===== src/rtl/mux421_pkg.sv =====
// Shared types and constants for the 4:1 mux round-robin arbiter.
package mux421_pkg;

  typedef enum logic [1:0] {
    IDLE = 2'd0,
    BUSY = 2'd1,
    GAP  = 2'd2
  } state_t;

  localparam int SEL_W        = 2;
  localparam int CNT_W        = 8;
  localparam int DEF_MAX_HOLD = 8;

  function automatic logic [3:0] onehot4(input logic [SEL_W-1:0] idx);
    onehot4 = 4'b0001 << idx;
  endfunction

endpackage


===== src/rtl/rr_pick4.sv =====
// Combinational round-robin picker: first set request at or above i_ptr, wrapping 3->0.
module rr_pick4
  import mux421_pkg::*;
(
  input  logic [3:0]       i_req,
  input  logic [SEL_W-1:0] i_ptr,
  output logic [SEL_W-1:0] o_winner,
  output logic             o_any
);

  logic [SEL_W-1:0] w_idx1;
  logic [SEL_W-1:0] w_idx2;
  logic [SEL_W-1:0] w_idx3;

  assign w_idx1 = i_ptr + 2'd1;
  assign w_idx2 = i_ptr + 2'd2;
  assign w_idx3 = i_ptr + 2'd3;

  assign o_any    = |i_req;
  assign o_winner = i_req[i_ptr]  ? i_ptr  :
                    i_req[w_idx1] ? w_idx1 :
                    i_req[w_idx2] ? w_idx2 : w_idx3;

endmodule


===== src/rtl/mux421_arb.sv =====
// Round-robin arbiter driving a 4:1 mux select, with bounded hold and a one-cycle switch gap.
module mux421_arb
  import mux421_pkg::*;
#(
  parameter int MAX_HOLD = DEF_MAX_HOLD
) (
  input  logic             Clk,
  input  logic             Reset_n,
  input  logic [3:0]       Req,
  input  logic             Done,
  output logic [3:0]       Gnt,
  output logic [SEL_W-1:0] Sel,
  output logic             Valid
);

  localparam logic [CNT_W-1:0] HOLD_LIM = CNT_W'(MAX_HOLD);

  state_t           r_state;
  logic [SEL_W-1:0] r_ptr;
  logic [CNT_W-1:0] r_cnt;
  logic [3:0]       r_gnt;
  logic [SEL_W-1:0] r_sel;
  logic             r_valid;

  state_t           w_state_nxt;
  logic [SEL_W-1:0] w_ptr_nxt;
  logic [CNT_W-1:0] w_cnt_nxt;
  logic [3:0]       w_gnt_nxt;
  logic [SEL_W-1:0] w_sel_nxt;
  logic             w_valid_nxt;
  logic [SEL_W-1:0] w_winner;
  logic             w_any;
  logic             w_exit;

  rr_pick4 u_pick (
    .i_req    (Req),
    .i_ptr    (r_ptr),
    .o_winner (w_winner),
    .o_any    (w_any)
  );

  // The current owner is whatever Sel points at while BUSY.
  assign w_exit = Done | ~Req[r_sel] | (r_cnt == HOLD_LIM);

  // Next-state and next-output decode.
  always_comb begin
    w_state_nxt = r_state;
    w_ptr_nxt   = r_ptr;
    w_cnt_nxt   = r_cnt;
    w_gnt_nxt   = r_gnt;
    w_sel_nxt   = r_sel;
    w_valid_nxt = r_valid;
    case (r_state)
      IDLE: begin
        if (w_any) begin
          w_state_nxt = BUSY;
          w_gnt_nxt   = onehot4(w_winner);
          w_sel_nxt   = w_winner;
          w_valid_nxt = 1'b1;
          w_cnt_nxt   = 8'd1;
        end else begin
          w_gnt_nxt   = 4'b0000;
          w_valid_nxt = 1'b0;
        end
      end
      BUSY: begin
        if (w_exit) begin
          w_state_nxt = GAP;
          w_ptr_nxt   = r_sel + 2'd1;
          w_gnt_nxt   = 4'b0000;
          w_valid_nxt = 1'b0;
          w_cnt_nxt   = 8'd0;
        end else begin
          w_cnt_nxt   = r_cnt + 8'd1;
        end
      end
      GAP: begin
        w_state_nxt = IDLE;
      end
      default: begin
        w_state_nxt = IDLE;
        w_gnt_nxt   = 4'b0000;
        w_valid_nxt = 1'b0;
        w_cnt_nxt   = 8'd0;
      end
    endcase
  end

  // State and registered outputs; reset clears everything without waiting for a clock.
  always_ff @(posedge Clk or negedge Reset_n) begin
    if (!Reset_n) begin
      r_state <= IDLE;
      r_ptr   <= 2'd0;
      r_cnt   <= 8'd0;
      r_gnt   <= 4'b0000;
      r_sel   <= 2'd0;
      r_valid <= 1'b0;
    end else begin
      r_state <= w_state_nxt;
      r_ptr   <= w_ptr_nxt;
      r_cnt   <= w_cnt_nxt;
      r_gnt   <= w_gnt_nxt;
      r_sel   <= w_sel_nxt;
      r_valid <= w_valid_nxt;
    end
  end

  assign Gnt   = r_gnt;
  assign Sel   = r_sel;
  assign Valid = r_valid;

endmodule


===== config.mk =====
export PLATFORM = sky130hd
export DESIGN_NAME = mux421_arb
export DESIGN_NICKNAME = d
export VERILOG_FILES = /design/src/rtl/mux421_pkg.sv /design/src/rtl/rr_pick4.sv /design/src/rtl/mux421_arb.sv
export SDC_FILE = /design/constraint.sdc
export NUM_CORES = 1
export LEC_CHECK = 0
export BUFFER_PORTS_ARGS = -buffer_cell sky130_fd_sc_hd__buf_2
export CAP_MARGIN = 20
export CORE_UTILIZATION = 46
export DETAILED_ROUTE_END_ITERATION = 8
export HOLD_SLACK_MARGIN = 0.05
export PLACE_DENSITY_LB_ADDON = 0.15
export SLEW_MARGIN = 30
export SYNTH_ARGS = -nofsm -noshare
export SYNTH_HDL_FRONTEND = slang
export SYNTH_SLANG_ARGS = --single-unit

===== constraint.sdc =====
create_clock -name Clk -period 2.3 [get_ports Clk]
set_input_delay 0.23 -clock Clk [delete_from_list [all_inputs] [get_ports Clk]]
set_output_delay 0.23 -clock Clk [all_outputs]
set_load 0.05 [all_outputs]

-- Word level (Yosys, flattened, before mapping)
Index checks and enable logic that the tools add are counted.
- memories kept: 0
- bits in read-only memories: 0
- register bits after elaboration: 19
- bits in latches: 0
- RAM bits: 0
- bitwise logic cells: 4
- order comparisons: 4
- shift-type cells: 1
- multiplexer cells: 23
- reduce and logical (&&, ||, !) cells: 7
- divide/modulo/power cells: 0
- equality and inequality tests: 5
- multiply operators: 0
- add/sub/neg operators: 5
- operators with widths (kind ; count):
    case mux 8 bit (3 select lines) ; 1
    two-way mux 8 bit ; 2
    < comparator 2 x 3 -> 1 bit (second input constant) ; 4
    case mux 4 bit (3 select lines) ; 1
    two-way mux 2 bit ; 5
    AND reduction 2 bit ; 5
    adder 8 x 1 -> 8 bit (second input constant) ; 1
    binary-select mux 1 bit (select 2 bit) ; 4
    == test 8 x 4 -> 1 bit (second input constant) ; 1
    two-way mux 4 bit ; 2
    two-way mux 1 bit ; 6
    adder 2 x 1 -> 2 bit (second input constant) ; 2
    adder 2 bit (second input constant) ; 2
    case mux 2 bit (2 select lines) ; 1
    OR reduction 4 bit ; 1
    left shift 1 x 2 -> 4 bit (first input constant) ; 1
    case mux 1 bit (3 select lines) ; 1
    == test 2 x 1 -> 1 bit (second input constant) ; 1
    == test 2 bit (second input constant) ; 1
    logical NOT 2 bit ; 1
    != test 2 x 1 -> 1 bit (second input constant) ; 1
    != test 2 bit (second input constant) ; 1
    inverter 1 bit ; 2
    bitwise OR 1 bit ; 2

-- Logic depth before layout (Yosys ltp)
- word-level depth: 9
- mapped depth: 6
- mapped depth without buffers: 6

-- Cells and area by module
Synthesis repeated with hierarchy kept, for this count alone.
- cells, all modules: 104
- area total of the unflattened synthesis: 1052.3 um^2
- modules (own cells, without submodules) (module ; area an instance (um^2) ; cells an instance ; instances ; seq. area each (um^2)):
    mux421_arb ; 965.9 ; 90 ; 1 ; 475.5
    rr_pick4 ; 86.3 ; 14 ; 1 ; 0.0

-- Worst setup path before layout
OpenSTA, ideal clock, no wires.
- path type: reg-to-reg
- start: register r_sel[0], in the netlist Sel[0]
- end: register r_cnt[5]
- stages on the path, launching flop included: 5
- path slack: 0.346 ns
- arrival time: 1.836 ns
- data required time: 2.182 ns
- path through: dfrtp_1 mux4_2 o211a_1 a21bo_1 a21o_1
- longest elaborated chain between the ends: 7
- RTL lines (element ; RTL line ; text):
    start: declaration ; mux421_arb.sv:22 ; logic [SEL_W-1:0] r_sel;
    start signal: assignment ; mux421_arb.sv:103 ; r_sel <= w_sel_nxt;
    binary-select mux 1 bit (select 2 bit) ; mux421_arb.sv:43 ; assign w_exit = Done | ~Req[r_sel] | (r_cnt == HOLD_LIM);
    two-way mux 1 bit (not written as such) ; mux421_arb.sv:43 ;
    inverter 1 bit ; mux421_arb.sv:43 ;
    bitwise OR 1 bit (2 in a row) ; mux421_arb.sv:43 ;
    two-way mux 8 bit ; mux421_arb.sv:67 ; if (w_exit) begin
    case mux 8 bit (3 select lines) ; mux421_arb.sv:53 ; case (r_state)
    end signal: assignment ; mux421_arb.sv:101 ; r_cnt <= w_cnt_nxt;
    end: declaration ; mux421_arb.sv:20 ; logic [CNT_W-1:0] r_cnt;
No other way between the ends. The select of a mux whose other input is x is not followed.
A chain may end at the register's enable or synchronous reset.

-- Final worst setup path
- start: register r_cnt[4]
- end: register r_gnt[3], in the netlist Gnt[3]
- longest elaborated chain between the ends: 4
- RTL lines (element ; RTL line ; text):
    == test 8 x 4 -> 1 bit ; mux421_arb.sv:43 ;
    bitwise OR 1 bit ; mux421_arb.sv:43 ;
    != test 2 bit (no line) ; n/a ;
    AND reduction 2 bit (no line) ; n/a ;
    end signal: assignment ; mux421_arb.sv:102 ; r_gnt <= w_gnt_nxt;
    end: declaration ; mux421_arb.sv:21 ; logic [3:0] r_gnt;
No other way between the ends.

==> results.rst <==
.. list-table::
   :header-rows: 1

   * - Metric
     - Value
   * - Maximum clock insertion buffer count
     - 2
   * - Final worst hold slack
     - between 0.3 and 0.4 ns
   * - Arrival time at the worst endpoint
     - around 2 ns
   * - Final estimated routing congestion in global placement
     - 0.8264
   * - Number of enable flip-flop cells after synthesis
     - 0
   * - Critical-path top delay cell
     - sky130_fd_sc_hd__or4_4
   * - Data required time at the worst endpoint
     - roughly 2.5 ns
   * - Full die area
     - 2477 sq um
   * - Antenna-violating nets left
     - 0
   * - Average size of a mapped cell
     - 10.50 sq um
   * - Total placed cells including tap cells
     - 139
   * - WL final
     - 2.059 mm
   * - Critical path launch point type
     - flop
   * - Clock network fraction of design power
     - 11.5%
   * - Switching part of the total power
     - about half
   * - Unrepaired setup endpoints after global routing
     - no
   * - Maximum fanout along the worst path
     - 8
   * - Largest family of logic cells by synthesized area
     - compound AO/OA/AOI/OAI gates
   * - Starting density of the core
     - 50.91%
   * - Final standard cell count with taps included and fillers excluded
     - between 100 and 150
   * - Num Clock Sinks
     - 19
   * - Number of clock buffers inserted by TritonCTS
     - 3
   * - Crit-path cells
     - or4_4 -> o211ai_4 -> o21ai_2 -> a22o_1
   * - Clock transition time at the flip-flop clock pins of the worst setup and hold paths
     - 0.11 ns
   * - Number of warnings reported in the yosys synthesis log
     - 0
   * - Height of the die
     - ~50 microns
   * - Clock latency at the later pin of the worst-skew pair
     - around 0.30 ns
   * - Start-to-end type of the worst setup path
     - reg -> reg
   * - Layout cells sized above 1
     - 23.08%
   * - Largest net degree at the start of global routing
     - 20
   * - Antenna fix cells
     - 0
   * - Number of failing hold endpoints at the final stage
     - 0
   * - Ys flop type
     - sky130_fd_sc_hd__dfrtp_1
   * - Setup Skew
     - about 0.0040 ns
   * - Fraction of the mapped netlist area in compound gates
     - between 20% and 30%
   * - Type of element capturing the critical path
     - flop
   * - Cell type with the highest aggregate area in the netlist
     - sky130_fd_sc_hd__dfrtp_1
   * - CTS tree
     - yes
   * - Routed WL per cell
     - 14.30 microns
   * - Drt initial violations
     - 19
   * - Power density over the cells
     - between 1000 and 1500 nW/um^2
   * - Net switching power figure
     - 714.9 uW
   * - Detail-routed via count per cell
     - 5.979
   * - Maximum cell stage delay along the critical path
     - approximately 0.57 ns
   * - Global routing's busiest layer
     - met2
   * - Number of antenna violations at the first check in global routing
     - 0
   * - Mux contribution to synthesized area
     - between 5 and 6%
   * - Final count of negative-setup-slack endpoints
     - 0
   * - Syn_nets
     - 109
   * - Final worst-path setup slack
     - approximately 0.48 ns
   * - Detailed-routing iteration count for the pre-antenna-repair pass
     - 4
   * - Register area share after synthesis
     - 45.29%
   * - Post-route setup TNS
     - 0 ns
   * - Yosys reg bits
     - 19
   * - Part of the power in combinational logic
     - 50.7%
   * - First-pass GRT wire length
     - 3.519 mm
   * - Number of max-slew violations in the final report
     - 0
   * - Final critical-path required period
     - 1.822 ns
   * - Area inside the core boundary
     - 2062 sq um
   * - Cell count after synthesis
     - 100
   * - Share of synthesized cell area in full adder, half adder and majority cells
     - under 10%
   * - Die width
     - about 50 microns
   * - Worst min path class
     - in -> reg
   * - Number of remaining DRC errors
     - 0
   * - Cell-internal power
     - 771.3 uW
   * - Global-route congestion overflow total
     - 0
   * - Slew HR
     - 62.95%
   * - Period utilisation layout
     - 79.22%
   * - Peak Freq
     - 0.5488 GHz
   * - Number of placed I/O pins
     - 14
   * - Half-perimeter wire length after placement
     - 1.526 mm
   * - Number of H-tree levels
     - 1
   * - Post-Syn Area
     - 1050 sq um
   * - Final layout net count
     - approximately 130
   * - CTS Root Cell
     - sky130_fd_sc_hd__clkbuf_4
   * - Number of buffers inserted by port buffering
     - 13
   * - Top cells by area, synth
     - sky130_fd_sc_hd__dfrtp_1 (45%), sky130_fd_sc_hd__a21o_1 (3.6%), sky130_fd_sc_hd__nand2_1 (2.9%), sky130_fd_sc_hd__nor3b_1 (2.9%), sky130_fd_sc_hd__inv_1 (2.5%)
   * - Max-cap violations
     - 0
   * - Result of the run
     - finished, final reports clean
   * - Maximum ir drop on the vdd rail
     - between 0.7 and 0.8 mV
   * - Worst slack, placed
     - 0.5009 ns
   * - Distinct cells, synth
     - 41
   * - Synth Area in Simple Gates
     - 18.71%
   * - Global-route track usage on met3
     - between 6 and 7%
   * - Fraction of registers with async set/reset
     - 100.0%
   * - Fraction of synthesized cell area in xor and xnor cells
     - 0.8343%
   * - Area share of the largest cell type after synthesis
     - 45.29%
   * - Vias after detailed routing
     - approximately 860
   * - Met2 usage in global routing
     - 29.28%
   * - Area delta synth->final
     - 12.87%
   * - Via count of the first global-routing pass
     - between 800 and 900
   * - Leakage power total
     - between 0.0005 and 0.0006 uW
   * - Transition time at the pin with the least slew margin
     - ~0.55 ns
   * - Register share of total power
     - between 30 and 40%
   * - Met1 Resource Use GR
     - 25.25%
   * - Global-route total usage across every layer
     - 18.65%
   * - Number of core rows
     - 16
   * - Fill cells
     - 177
-- area by class of cell --
class | instances | area, sq um | share of cell area (%)
multi-input combinational | 73 | 544.3 | 45.93
sequential | 19 | 475.5 | 40.13
timing repair buffer | 14 | 75.07 | 6.336
tap | 27 | 33.78 | 2.851
inverter | 7 | 26.28 | 2.218
clock buffer | 3 | 22.52 | 1.901
clock inverter | 1 | 7.507 | 0.6336
-- critical path, delay by kind of cell (launching register included) --
| kind | cells | cell delay [ns] |
|---|---|---|
| AO/OA/AOI/OAI | 3 | 0.72 |
| AND/OR/NAND/NOR | 1 | 0.57 |
| flip-flops | 1 | 0.44 |
-- sequential cells by signal (all words and copies together) (netlist names) --
name	count
Gnt	4
r_cnt	8
r_ptr	2
r_state	2
Sel	2
Valid	1
-- per-stage QoR --
stage	total power (uW)	cell area (sq um)	util, %
final	1486	1185	57.46
after global routing	1590	1185	57.46
after CTS	1499	1185	57.46
after detailed placement	1319	1145	55.52
after global placement	1306	1145	55.52
after floorplan	1144	1050	-
-- final timing paths --
kind / start / end / slack, ns / cells past startpoint
setup / recovery: r_cnt[4]$_DFFE_PN0P_ / Gnt[3]$_DFFE_PN0P_ / 0.48 / 4
hold / removal: Done / r_state[0]$_DFFE_PN0P_ / 0.34 / 4
setup reg to reg: r_cnt[4]$_DFFE_PN0P_ / Gnt[3]$_DFFE_PN0P_ / 0.48 / 4
hold reg to reg: Valid$_DFFE_PN0P_ / Valid$_DFFE_PN0P_ / 0.50 / 1
max in group asynchronous: Reset_n / r_cnt[4]$_DFFE_PN0P_ / 1.63 / 2
min in group asynchronous: Reset_n / r_cnt[1]$_DFFE_PN0P_ / 0.38 / 2
-- synthesized netlist by cell type (2+ instances only) --
library cell	instances
sky130_fd_sc_hd__a21o_1	5
sky130_fd_sc_hd__a21oi_1	3
sky130_fd_sc_hd__a22o_1	2
sky130_fd_sc_hd__a31oi_1	2
sky130_fd_sc_hd__a41oi_1	2
sky130_fd_sc_hd__dfrtp_1	19
sky130_fd_sc_hd__ha_1	2
sky130_fd_sc_hd__inv_1	7
sky130_fd_sc_hd__mux2i_1	2
sky130_fd_sc_hd__nand2_1	8
sky130_fd_sc_hd__nand3_1	4
sky130_fd_sc_hd__nor2_1	2
sky130_fd_sc_hd__nor2b_1	2
sky130_fd_sc_hd__nor3_1	3
sky130_fd_sc_hd__nor3b_1	4
sky130_fd_sc_hd__o211a_1	2
sky130_fd_sc_hd__o21ai_0	5
sky130_fd_sc_hd__o21bai_1	2
sky130_fd_sc_hd__o2bb2ai_1	2
-- power groups by stage --
stage / Combinational (uW) / Clock, uW / Sequential [uW]
after floorplan: 386 / 0 / 758
after global placement: 738 / 0 / 568
after detailed placement: 750 / 0 / 569
after CTS: 758 / 180 / 561
after global routing: 811 / 196 / 583
final: 753 / 172 / 561
-- logic make-up (layout without fill, tap and decap cells) --
family          Yosys count  after routing
flops                    19             19
fa+ha+maj                 2              2
buf+inv                   8             25
xor+xnor                  1              1
mux                       4              4
compound gates           33             33
simple gates             33             33
-- repair_timing --
action,in CTS,in global routing
hold endpoints to repair,19,0
hold buffers,1,0
gates resized for setup,0,0
setup buffers,0,0
-- placed cells by master (no fill, tap or decap), drive strengths merged --
| cell | netlist | routed |
|---|---|---|
| a21bo | 1 | 1 |
| a21o | 5 | 5 |
| a21oi | 3 | 3 |
| a22o | 2 | 2 |
| a31oi | 2 | 2 |
| a41oi | 2 | 2 |
| and2 | 1 | 1 |
| and3 | 2 | 2 |
| buf | 0 | 13 |
| clkbuf | 1 | 3 |
| clkinvlp | 0 | 1 |
| dfrtp | 19 | 19 |
| dlygate4sd3 | 0 | 1 |
| ha | 2 | 2 |
| inv | 7 | 7 |
| mux2 | 1 | 1 |
| mux2i | 2 | 2 |
| mux4 | 1 | 1 |
| nand2 | 8 | 8 |
| nand2b | 1 | 1 |
| nand3 | 5 | 5 |
| nand3b | 1 | 1 |
| nor2 | 2 | 2 |
| nor2b | 2 | 2 |
| nor3 | 3 | 3 |
| nor3b | 4 | 4 |
| nor4 | 2 | 2 |
| o211a | 2 | 2 |
| o211ai | 3 | 3 |
| o21ai | 7 | 7 |
| o21bai | 2 | 2 |
| o22ai | 1 | 1 |
| o2bb2ai | 2 | 2 |
| o31ai | 1 | 1 |
| or3 | 1 | 1 |
| or4 | 1 | 1 |
| xor2 | 1 | 1 |
-- per-layer routing --
layer / share of wire (%) / wire length, microns
met1: 48 / 988
met2: 47 / 973
met3: 4.7 / 97
met4: 0 / 0
met5: 0 / 0
Power figures use the tool's default switching activity.
